--- config.mk ---
export PLATFORM = sky130hd
export DESIGN_NAME = mmio_tx_port
export DESIGN_NICKNAME = d
export VERILOG_FILES = /design/src/rtl/mmio_pkg.sv /design/src/rtl/sync_fifo.sv /design/src/rtl/mmio_tx_port.sv
export SDC_FILE = /design/constraint.sdc
export NUM_CORES = 1
export LEC_CHECK = 0
export CAP_MARGIN = 10
export CORE_MARGIN = 2
export CORE_UTILIZATION = 40
export CTS_CLUSTER_DIAMETER = 60
export DETAILED_ROUTE_END_ITERATION = 16
export PLACE_DENSITY_LB_ADDON = 0.25
export SLEW_MARGIN = 20
export SYNTH_ARGS = -nofsm -noshare
export SYNTH_HDL_FRONTEND = slang
export SYNTH_SLANG_ARGS = --single-unit
--- constraint.sdc ---
create_clock -name clk -period 5.44 [get_ports clk]
set_input_delay 1.088 -clock clk [delete_from_list [all_inputs] [get_ports clk]]
set_output_delay 1.088 -clock clk [all_outputs]
set_load 0.02 [all_outputs]
--- src/rtl/mmio_pkg.sv ---
`default_nettype none
// ============================================================================
// Module      : mmio_pkg
// Description : Shared constants and types for the MMIO transmit port:
//               store addresses, status bit positions, FIFO entry layout
//               and serializer state encoding.
// Revision    : 1.0 - initial release
// ============================================================================
package mmio_pkg;

    // Store / read addresses on the CPU data-memory bus
    localparam logic [31:0] ADDR_WORD      = 32'h0000_0100;
    localparam logic [31:0] ADDR_BYTE      = 32'h0000_0104;
    localparam logic [31:0] ADDR_STATUS    = 32'h0000_0108;

    // Status word layout
    localparam int          STAT_FULL_BIT  = 0;
    localparam int          STAT_IDLE_BIT  = 1;
    localparam int          STAT_OVF_BIT   = 2;
    localparam int          STAT_COUNT_LSB = 8;

    // FIFO entry: {len, data[31:0]}; len selects how many bytes are sent
    localparam int          ENTRY_W        = 33;
    localparam int          ENTRY_LEN_BIT  = 32;
    localparam logic        LEN_WORD       = 1'b1;
    localparam logic        LEN_BYTE       = 1'b0;

    // Serializer states
    typedef enum logic [0:0] {
        IDLE = 1'b0,
        SEND = 1'b1
    } tx_state_t;

endpackage
`default_nettype wire

--- src/rtl/sync_fifo.sv ---
`default_nettype none
// ============================================================================
// Module      : sync_fifo
// Description : Single-clock FIFO with occupancy count. Pointers wrap
//               naturally; the count separates full from empty. Push while
//               full and pop while empty are ignored.
// Revision    : 1.0 - initial release
// ============================================================================
module sync_fifo #(
    parameter int WIDTH = 33,
    parameter int DEPTH = 8
) (
    input  logic                       clk,
    input  logic                       reset,
    input  logic                       i_push,
    input  logic                       i_pop,
    input  logic [WIDTH-1:0]           i_wdata,
    output logic [WIDTH-1:0]           o_rdata,
    output logic                       o_full,
    output logic                       o_empty,
    output logic [$clog2(DEPTH+1)-1:0] o_count
);

    localparam int PW = $clog2(DEPTH);
    localparam int CW = $clog2(DEPTH+1);

    logic [WIDTH-1:0] r_mem [DEPTH];
    logic [PW-1:0]    r_wr_ptr;
    logic [PW-1:0]    r_rd_ptr;
    logic [CW-1:0]    r_count;
    logic             w_do_push;
    logic             w_do_pop;

    assign o_full    = (r_count == CW'(DEPTH));
    assign o_empty   = (r_count == '0);
    assign o_count   = r_count;
    assign o_rdata   = r_mem[r_rd_ptr];
    assign w_do_push = i_push && !o_full;
    assign w_do_pop  = i_pop && !o_empty;

    // Storage array: data only, no reset needed since count gates reads
    always_ff @(posedge clk) begin
        if (w_do_push) begin
            r_mem[r_wr_ptr] <= i_wdata;
        end
    end

    // Pointer and occupancy bookkeeping
    always_ff @(posedge clk) begin
        if (!reset) begin
            r_wr_ptr <= '0;
            r_rd_ptr <= '0;
            r_count  <= '0;
        end else begin
            if (w_do_push) begin
                r_wr_ptr <= r_wr_ptr + 1'b1;
            end
            if (w_do_pop) begin
                r_rd_ptr <= r_rd_ptr + 1'b1;
            end
            case ({w_do_push, w_do_pop})
                2'b10:   r_count <= r_count + 1'b1;
                2'b01:   r_count <= r_count - 1'b1;
                default: r_count <= r_count;
            endcase
        end
    end

endmodule
`default_nettype wire

--- src/rtl/mmio_tx_port.sv ---
`default_nettype none
// ============================================================================
// Module      : mmio_tx_port
// Description : Memory-mapped transmit port. Decodes CPU stores, queues
//               word/byte entries in a FIFO and serializes them
//               little-endian onto a valid/ready byte stream. Provides a
//               pollable status word with a sticky overflow flag.
// Revision    : 1.0 - initial release
// ============================================================================
module mmio_tx_port
    import mmio_pkg::*;
#(
    parameter int DEPTH = 8
) (
    input  logic        clk,
    input  logic        reset,
    input  logic        MemWrite,
    input  logic [31:0] DataAdr,
    input  logic [31:0] WriteData,
    output logic [31:0] status_rdata,
    output logic        tx_valid,
    output logic [7:0]  tx_data,
    input  logic        tx_ready
);

    localparam int CW = $clog2(DEPTH+1);

    logic               w_word_st;
    logic               w_byte_st;
    logic               w_stat_st;
    logic               w_push_req;
    logic               w_push;
    logic               w_pop;
    logic               w_full;
    logic               w_empty;
    logic               w_last;
    logic [CW-1:0]      w_count;
    logic [ENTRY_W-1:0] w_wentry;
    logic [ENTRY_W-1:0] w_head;

    tx_state_t          r_state;
    logic [1:0]         r_idx;
    logic [ENTRY_W-1:0] r_hold;
    logic               r_overflow;

    // Store decode
    assign w_word_st  = MemWrite && (DataAdr == ADDR_WORD);
    assign w_byte_st  = MemWrite && (DataAdr == ADDR_BYTE);
    assign w_stat_st  = MemWrite && (DataAdr == ADDR_STATUS);
    assign w_push_req = w_word_st || w_byte_st;
    // Full is the registered value, so a same-cycle pop never makes room
    assign w_push     = w_push_req && !w_full;
    assign w_wentry   = {(w_word_st ? LEN_WORD : LEN_BYTE), WriteData};

    // Last byte of the held entry: byte 3 for words, byte 0 for bytes
    assign w_last = (r_hold[ENTRY_LEN_BIT] == LEN_WORD) ? (r_idx == 2'd3)
                                                        : (r_idx == 2'd0);

    // Fetch from the FIFO when idle, or right after the last byte handshakes
    assign w_pop = !w_empty &&
                   ((r_state == IDLE) || ((r_state == SEND) && tx_ready && w_last));

    sync_fifo #(
        .WIDTH (ENTRY_W),
        .DEPTH (DEPTH)
    ) u_fifo (
        .clk     (clk),
        .reset   (reset),
        .i_push  (w_push),
        .i_pop   (w_pop),
        .i_wdata (w_wentry),
        .o_rdata (w_head),
        .o_full  (w_full),
        .o_empty (w_empty),
        .o_count (w_count)
    );

    // Sticky overflow: a dropped push takes priority over a status-store clear
    always_ff @(posedge clk) begin
        if (!reset) begin
            r_overflow <= 1'b0;
        end else if (w_push_req && w_full) begin
            r_overflow <= 1'b1;
        end else if (w_stat_st) begin
            r_overflow <= 1'b0;
        end
    end

    // Serializer: holds one entry and walks its bytes LSB first
    always_ff @(posedge clk) begin
        if (!reset) begin
            r_state <= IDLE;
            r_idx   <= 2'd0;
            r_hold  <= '0;
        end else begin
            case (r_state)
                IDLE: begin
                    if (!w_empty) begin
                        r_hold  <= w_head;
                        r_idx   <= 2'd0;
                        r_state <= SEND;
                    end
                end
                SEND: begin
                    if (tx_ready) begin
                        if (w_last) begin
                            r_idx <= 2'd0;
                            if (!w_empty) begin
                                r_hold <= w_head;
                            end else begin
                                r_state <= IDLE;
                            end
                        end else begin
                            r_idx <= r_idx + 2'd1;
                        end
                    end
                end
                default: begin
                    r_state <= IDLE;
                end
            endcase
        end
    end

    assign tx_valid = (r_state == SEND);
    assign tx_data  = r_hold[{r_idx, 3'b000} +: 8];

    // Status word built from registered state only
    always_comb begin
        status_rdata                          = '0;
        status_rdata[STAT_FULL_BIT]           = w_full;
        status_rdata[STAT_IDLE_BIT]           = w_empty && (r_state == IDLE);
        status_rdata[STAT_OVF_BIT]            = r_overflow;
        status_rdata[STAT_COUNT_LSB +: CW]    = w_count;
    end

endmodule
`default_nettype wire
# After elaboration in Yosys (flattened, before gate mapping)
# Memories as Yosys holds them, arrays and structs flattened. A register that Yosys moved wholly into a read port is not among the register bits.
# Cells that the tools add are included.
[op_classes]
n_addsub = 5
n_bitwise = 1
n_mux = 21
n_reduce_logical = 21
n_eq_ne = 10
shifts = 1
[op_table]
columns = ["op", "count"]
rows = [
  ["33-bit 2-to-1 mux", 3],
  ["32-bit by 9-bit == test with 1-bit output, second input constant", 3],
  ["33-bit one-hot mux with 2 select lines", 1],
  ["33-bit by 6-bit variable part select with 8-bit output", 1],
  ["1-bit logical AND", 11],
  ["1-bit 2-to-1 mux", 9],
  ["4-bit one-hot mux with 2 select lines", 1],
  ["3-bit by 1-bit adder with 3-bit output, second input constant", 2],
  ["2-bit 2-to-1 mux", 3],
  ["3-bit 2-to-1 mux", 2],
  ["2-bit != test, second input constant", 3],
  ["4-bit by 1-bit adder with 4-bit output, second input constant", 1],
  ["2-bit == test, second input constant", 2],
  ["4-bit == test, second input constant", 1],
  ["4-bit logical NOT", 1],
  ["2-bit one-hot mux with 2 select lines", 1],
  ["2-bit AND reduction", 2],
  ["2-bit nonzero test", 2],
  ["4-bit by 1-bit subtractor with 4-bit output, second input constant", 1],
  ["2-bit by 1-bit adder with 2-bit output, second input constant", 1],
  ["2-bit by 1-bit == test with 1-bit output, second input constant", 1],
  ["1-bit logical NOT", 2],
  ["2-bit logical NOT", 1],
  ["1-bit logical OR", 2],
  ["2 further kinds", 2],
]
[totals]
in_bits = 68
n_memories = 1
regBits = 47
out_inout_bits = 41
ram_bits = 264
word_cells = 67
[memory_table]
columns = ["name", "depth", "word_bits", "rd", "rd_ports_with_merged_regs", "write_ports", "line_no", "source"]
rows = [
  ["u_fifo.r_mem", 8, 33, 1, 1, 1, "sync_fifo.sv:27", "logic [WIDTH-1:0] r_mem [DEPTH];"],
]

# Longest topological paths before layout
[depth]
word_depth = 8
depth_mapped = 14
depth_no_buf = 12

# Modules after synthesis
# A second synthesis with hierarchy kept.
[hier_totals]
hier_cells = 682
area_unflattened_um2 = 12607.1
[by_module_without_submodules]
columns = ["mod", "cells_per_inst", "area_each_um2", "seq_area_each_um2", "n_inst"]
rows = [
  ["sync_fifo", 455, 10580.1, 8187.9, 1],
  ["mmio_tx_port", 227, 2026.9, 740.7, 1],
]

# Worst setup path before layout
# No wires, ideal clock.
[synth_timing]
kind = "input-to-reg"
start = "input DataAdr[21]"
end = "memory u_fifo.r_mem[2][0], enable pin"
n_path_buf = 0
arrival_time_ns = 4.981
setup_ns = 0.506
t_required_ns = 4.934
path_stages = 4
slack_ns = -0.047
cell_sequence = "nor4_1 and4_1 nand4b_1 nor4_1"
[synth_via]
elab_chain_len = 7
word_cells_on_any_way = 9
classes_between = "eq/ne (2); mux (2); reduce/logical (5)"
[synth_lines]
columns = ["item", "line_no", "source"]
rows = [
  ["start: declaration", "mmio_tx_port.sv:18", "input logic [31:0] DataAdr,"],
  ["32-bit by 9-bit == test with 1-bit output, on equally long branches", "mmio_tx_port.sv:47, mmio_tx_port.sv:48", ""],
  ["1-bit logical AND, on equally long branches", "mmio_tx_port.sv:47, mmio_tx_port.sv:48", ""],
  ["1-bit logical OR *", "mmio_tx_port.sv:50", "assign w_push_req = w_word_st || w_byte_st;"],
  ["1-bit logical AND *", "mmio_tx_port.sv:52", "assign w_push = w_push_req && !w_full;"],
  ["1-bit logical AND *", "sync_fifo.sv:38", "assign w_do_push = i_push && !o_full;"],
  ["1-bit 2-to-1 mux *", "sync_fifo.sv:43", "if (w_do_push) begin"],
  ["1-bit 2-to-1 mux (not written as such) *", "sync_fifo.sv:44", "r_mem[r_wr_ptr] <= i_wdata;"],
  ["end: declaration", "sync_fifo.sv:27", ""],
]
# Mark *: on every way between the ends. The rest lies on a longest branch, timed or not.

# Final worst setup path
[layout_timing]
start = "register r_idx[0]"
end = "output tx_data[7]"
[layout_via]
elab_chain_len = 1
[layout_lines]
columns = ["item", "line_no", "source"]
rows = [
  ["start: declaration", "mmio_tx_port.sv:42", "logic [1:0] r_idx;"],
  ["start signal: assignment", "mmio_tx_port.sv:114", "r_idx <= r_idx + 2'd1;"],
  ["33-bit by 6-bit variable part select with 8-bit output", "mmio_tx_port.sv:126", "assign tx_data = r_hold[{r_idx, 3'b000} +: 8];"],
  ["end: declaration", "mmio_tx_port.sv:22", "output logic [7:0] tx_data,"],
]
# Every way passes these cells.

==> impl_results.md <==
- Status: finished clean
- DRC viols: 0
- Top cells by area, synth: edfxtp_1, mux4_2, dfxtp_1
- CTS Buf Count: 34
- Vias in the first global route: 6526
- Clock sink count: 314
- Vias/cell: 5.34
- Synth-to-layout area growth: 18.6%
- Hold Crit Class: flip-flop to flip-flop
- Top Family by Delay on Critical Path: flip-flops
- Register area: 8930 um^2
- Pwr Density: 429 nW/um^2
- Area post-placement: 13800 um^2
- CTS clk-pin slew, worst paths: 60 ps
- Most frequent cells in the layout: edfxtp_1, clkdlybuf4s50_1, mux4_2, dfxtp_1, mux2i_1
- CP arrival: 2560 ps
- Pin count of the biggest net entering global routing: 43
- Max VDD drop: 0.205 mV
- Number of synthesized flops with an enable pin: 264
- Max frequency: 0.274 GHz
- Switching Power: 1.63 mW
- Placed wire-length estimate: 14.4 mm
- Share of layout cells above drive strength 1: 21.5%
- Most common cell after layout, fill and taps aside: edfxtp_1
- P_leak: 4.96 nW
- Max Root-Sink Buffers: 3
- Tot GR Track Use: 15.6%
- Row cnt: 64
- Startpoint types: flip-flop
- Overflow after GRT: 0
- Final setup fails: 0
- Number of buffers and inverters on the critical path: 1
- Mean area per synthesized cell: 19.2 um^2
- Post-synthesis cell count: 655
- Synth top area share: 62.9%
- First-pass GRT wire length: 38.6 mm
- Post-Route WL: 25.3 mm
- Crit path kind: flip-flop to output port
- Synth unique cells: 47
- Flop pwr share: 45.0%
- Number of diodes: 0
- Post-CTS sizing: 0
- Worst skew pair latency: 500 ps
- Clock power share: 36.4%
- Die Y: 181 um
- DRT Pass-1 Iters: 7
- Post-synthesis async set-or-reset flop share: 0%
- Crit Path Max Fanout: 12
- Multi-input gate area: 3390 um^2
- Pint: 4.77 mW
- Antenna violations before repair: 0
- H-tree level count: 2
- Crit path cell chain: mux4_2 -> clkdlybuf4s50_1
- Sequential element share of the synthesized area: 70.9%
- IO buf count: 83
- Final Net Count: 823
- Slew @ Worst Pin: 1020 ps
- Initial core utilization: 40.9%
- Iter 0 DRT Violations: 523
- Max incr delay on CP: 820 ps
- CTS tree: yes
- Worst slew margin: 31.9%
- Post-Syn Area: 12600 um^2
- DR vias: 6229
- Worst EP required: 4350 ps
- RSZ-0062 raised after global routing: no
- Combinational power share: 18.6%
- GPL Wtd Cong: 0.751
- Yosys reg bits: 314
- Root Buffer: clkbuf_16
- Final Cycle Share: 67.0%
- Die area: 32900 um^2
- Min Tclk post-route: 3640 ps
- Finished Core Util: 48.5%
- Final Max Tran Viols: 0
- ANT nets after route: 0
- Synth Flop Type: edfxtp_1
- Post-CTS setup buffer count: 0
- Fillcell total: 2482
- Sw Ratio: 25.5%
- CP Capture Type: output port
- Hold_buf cts: 0
- Final instance area: 14900 um^2
- Core area: 30800 um^2
- DIE WIDTH: 181 um
- Yosys warns: 0
- Max cap viols: 0
- I/O pin total: 109
- Post-synth top area cell: edfxtp_1
- Hold Vio Cnt, Final: 0
- Slowest CP cell: dfxtp_1
- Drt wl/cell: 21.7 um
- Setup Skew: 13.9 ps
-- power groups by stage --
stage          logic (mW)  registers (mW)  clock network (mW)
2_1_floorplan       0.971            2.82                   0
3_3_place_gp         1.18            2.93                   0
3_5_place_dp         1.21            2.94                   0
4_1_cts              1.21            2.89                2.38
5_1_grt              1.30            2.91                2.47
6_report             1.19            2.88                2.33
-- through the flow --
step	power (mW)	hold slack, ps	TNS [ps]	setup slack [ps]	cells
5_1_grt	6.69	502	0	1680	1167
3_3_place_gp	4.11	458	0	1690	1108
3_5_place_dp	4.15	473	0	1510	1108
2_1_floorplan	3.79	449	-3130	-47.4	679
6_report	6.40	470	0	1800	1167
4_1_cts	6.48	484	0	1750	1167
-- metal layers --
layer / routed length [um] / global-route usage (%)
met1: 10700 / 20.2
met2: 13000 / 27.2
met3: 1130 / 2.65
met4: 519 / 4.29
met5: 0 / 0
-- cell type report --
type                       instances  share of cell area, %
clock buffer                      42                   6.39
clock inverter                    17                   1.31
inverter                           7                  0.176
multi-input combinational        293                   22.7
sequential                       314                   59.8
tap                              396                   3.32
timing repair buffer              98                   6.31
-- worst reg2reg max path: stages (launching register included) --
cell and delay (ps):
dfxtp_1 820, inv_1 120, ha_1 220, mux2_2 290
a21boi_2 210, nor2_2 40, buf_4 260, ha_1 330
xor2_1 170, ha_1 200, a21oi_1 140, xor2_1 100
or3_1 320, a21oi_1 140
-- registers in the layout, indices dropped and copies added, names as in the netlist, named ones only --
signal           flops
u_fifo.r_rd_ptr      3
r_hold              33
u_fifo.o_count       4
u_fifo.r_wr_ptr      3
r_overflow           1
u_fifo.r_mem       264
r_idx                2
tx_valid             1
-- path summary, 6_finish.rpt --
check                                  start  slack [ps]                        endpoint  cells past startpoint
min reg2reg  u_fifo.r_rd_ptr[2]$_SDFFE_PN0P_         470                       flip-flop                      2
max reg2reg            r_idx[0]$_SDFFE_PN0P_        1990  u_fifo.o_count[2]$_SDFFE_PN0P_                     13
max                    r_idx[0]$_SDFFE_PN0P_        1800                      tx_data[7]                      2
min          u_fifo.r_rd_ptr[2]$_SDFFE_PN0P_         470                       flip-flop                      2
-- cell families (layout without fill, tap and decap cells) --
| kind of cell | count (synthesis) | after routing | synth area share [%] |
|---|---|---|---|
| flip-flops | 314 | 314 | 70.9 |
| multiplexers | 114 | 114 | 16.4 |
| adder cells (fa/ha/maj) | 7 | 7 | 0.695 |
| buffers and inverters | 72 | 164 | 3.44 |
| AO/OA/AOI/OAI | 53 | 53 | 3.58 |
| other | 1 | 25 | 0.0298 |
| XOR/XNOR | 3 | 3 | 0.209 |
| AND/OR/NAND/NOR | 91 | 91 | 4.77 |
-- cells in the mapped netlist, types with 3 or more instances --
cell / n
nor3_1: 4
nand3_1: 35
a21oi_1: 9
edfxtp_1: 264
o21ai_0: 5
o211a_1: 32
buf_1: 3
clkbuf_1: 11
nor4_2: 3
dfxtp_1: 50
mux2i_1: 39
nor4_1: 7
ha_1: 7
nor2_1: 9
buf_4: 27
xor2_1: 3
buf_2: 19
mux4_2: 74
inv_1: 6
buf_6: 5
nand2_1: 10
(Power assumes the default switching activity.)
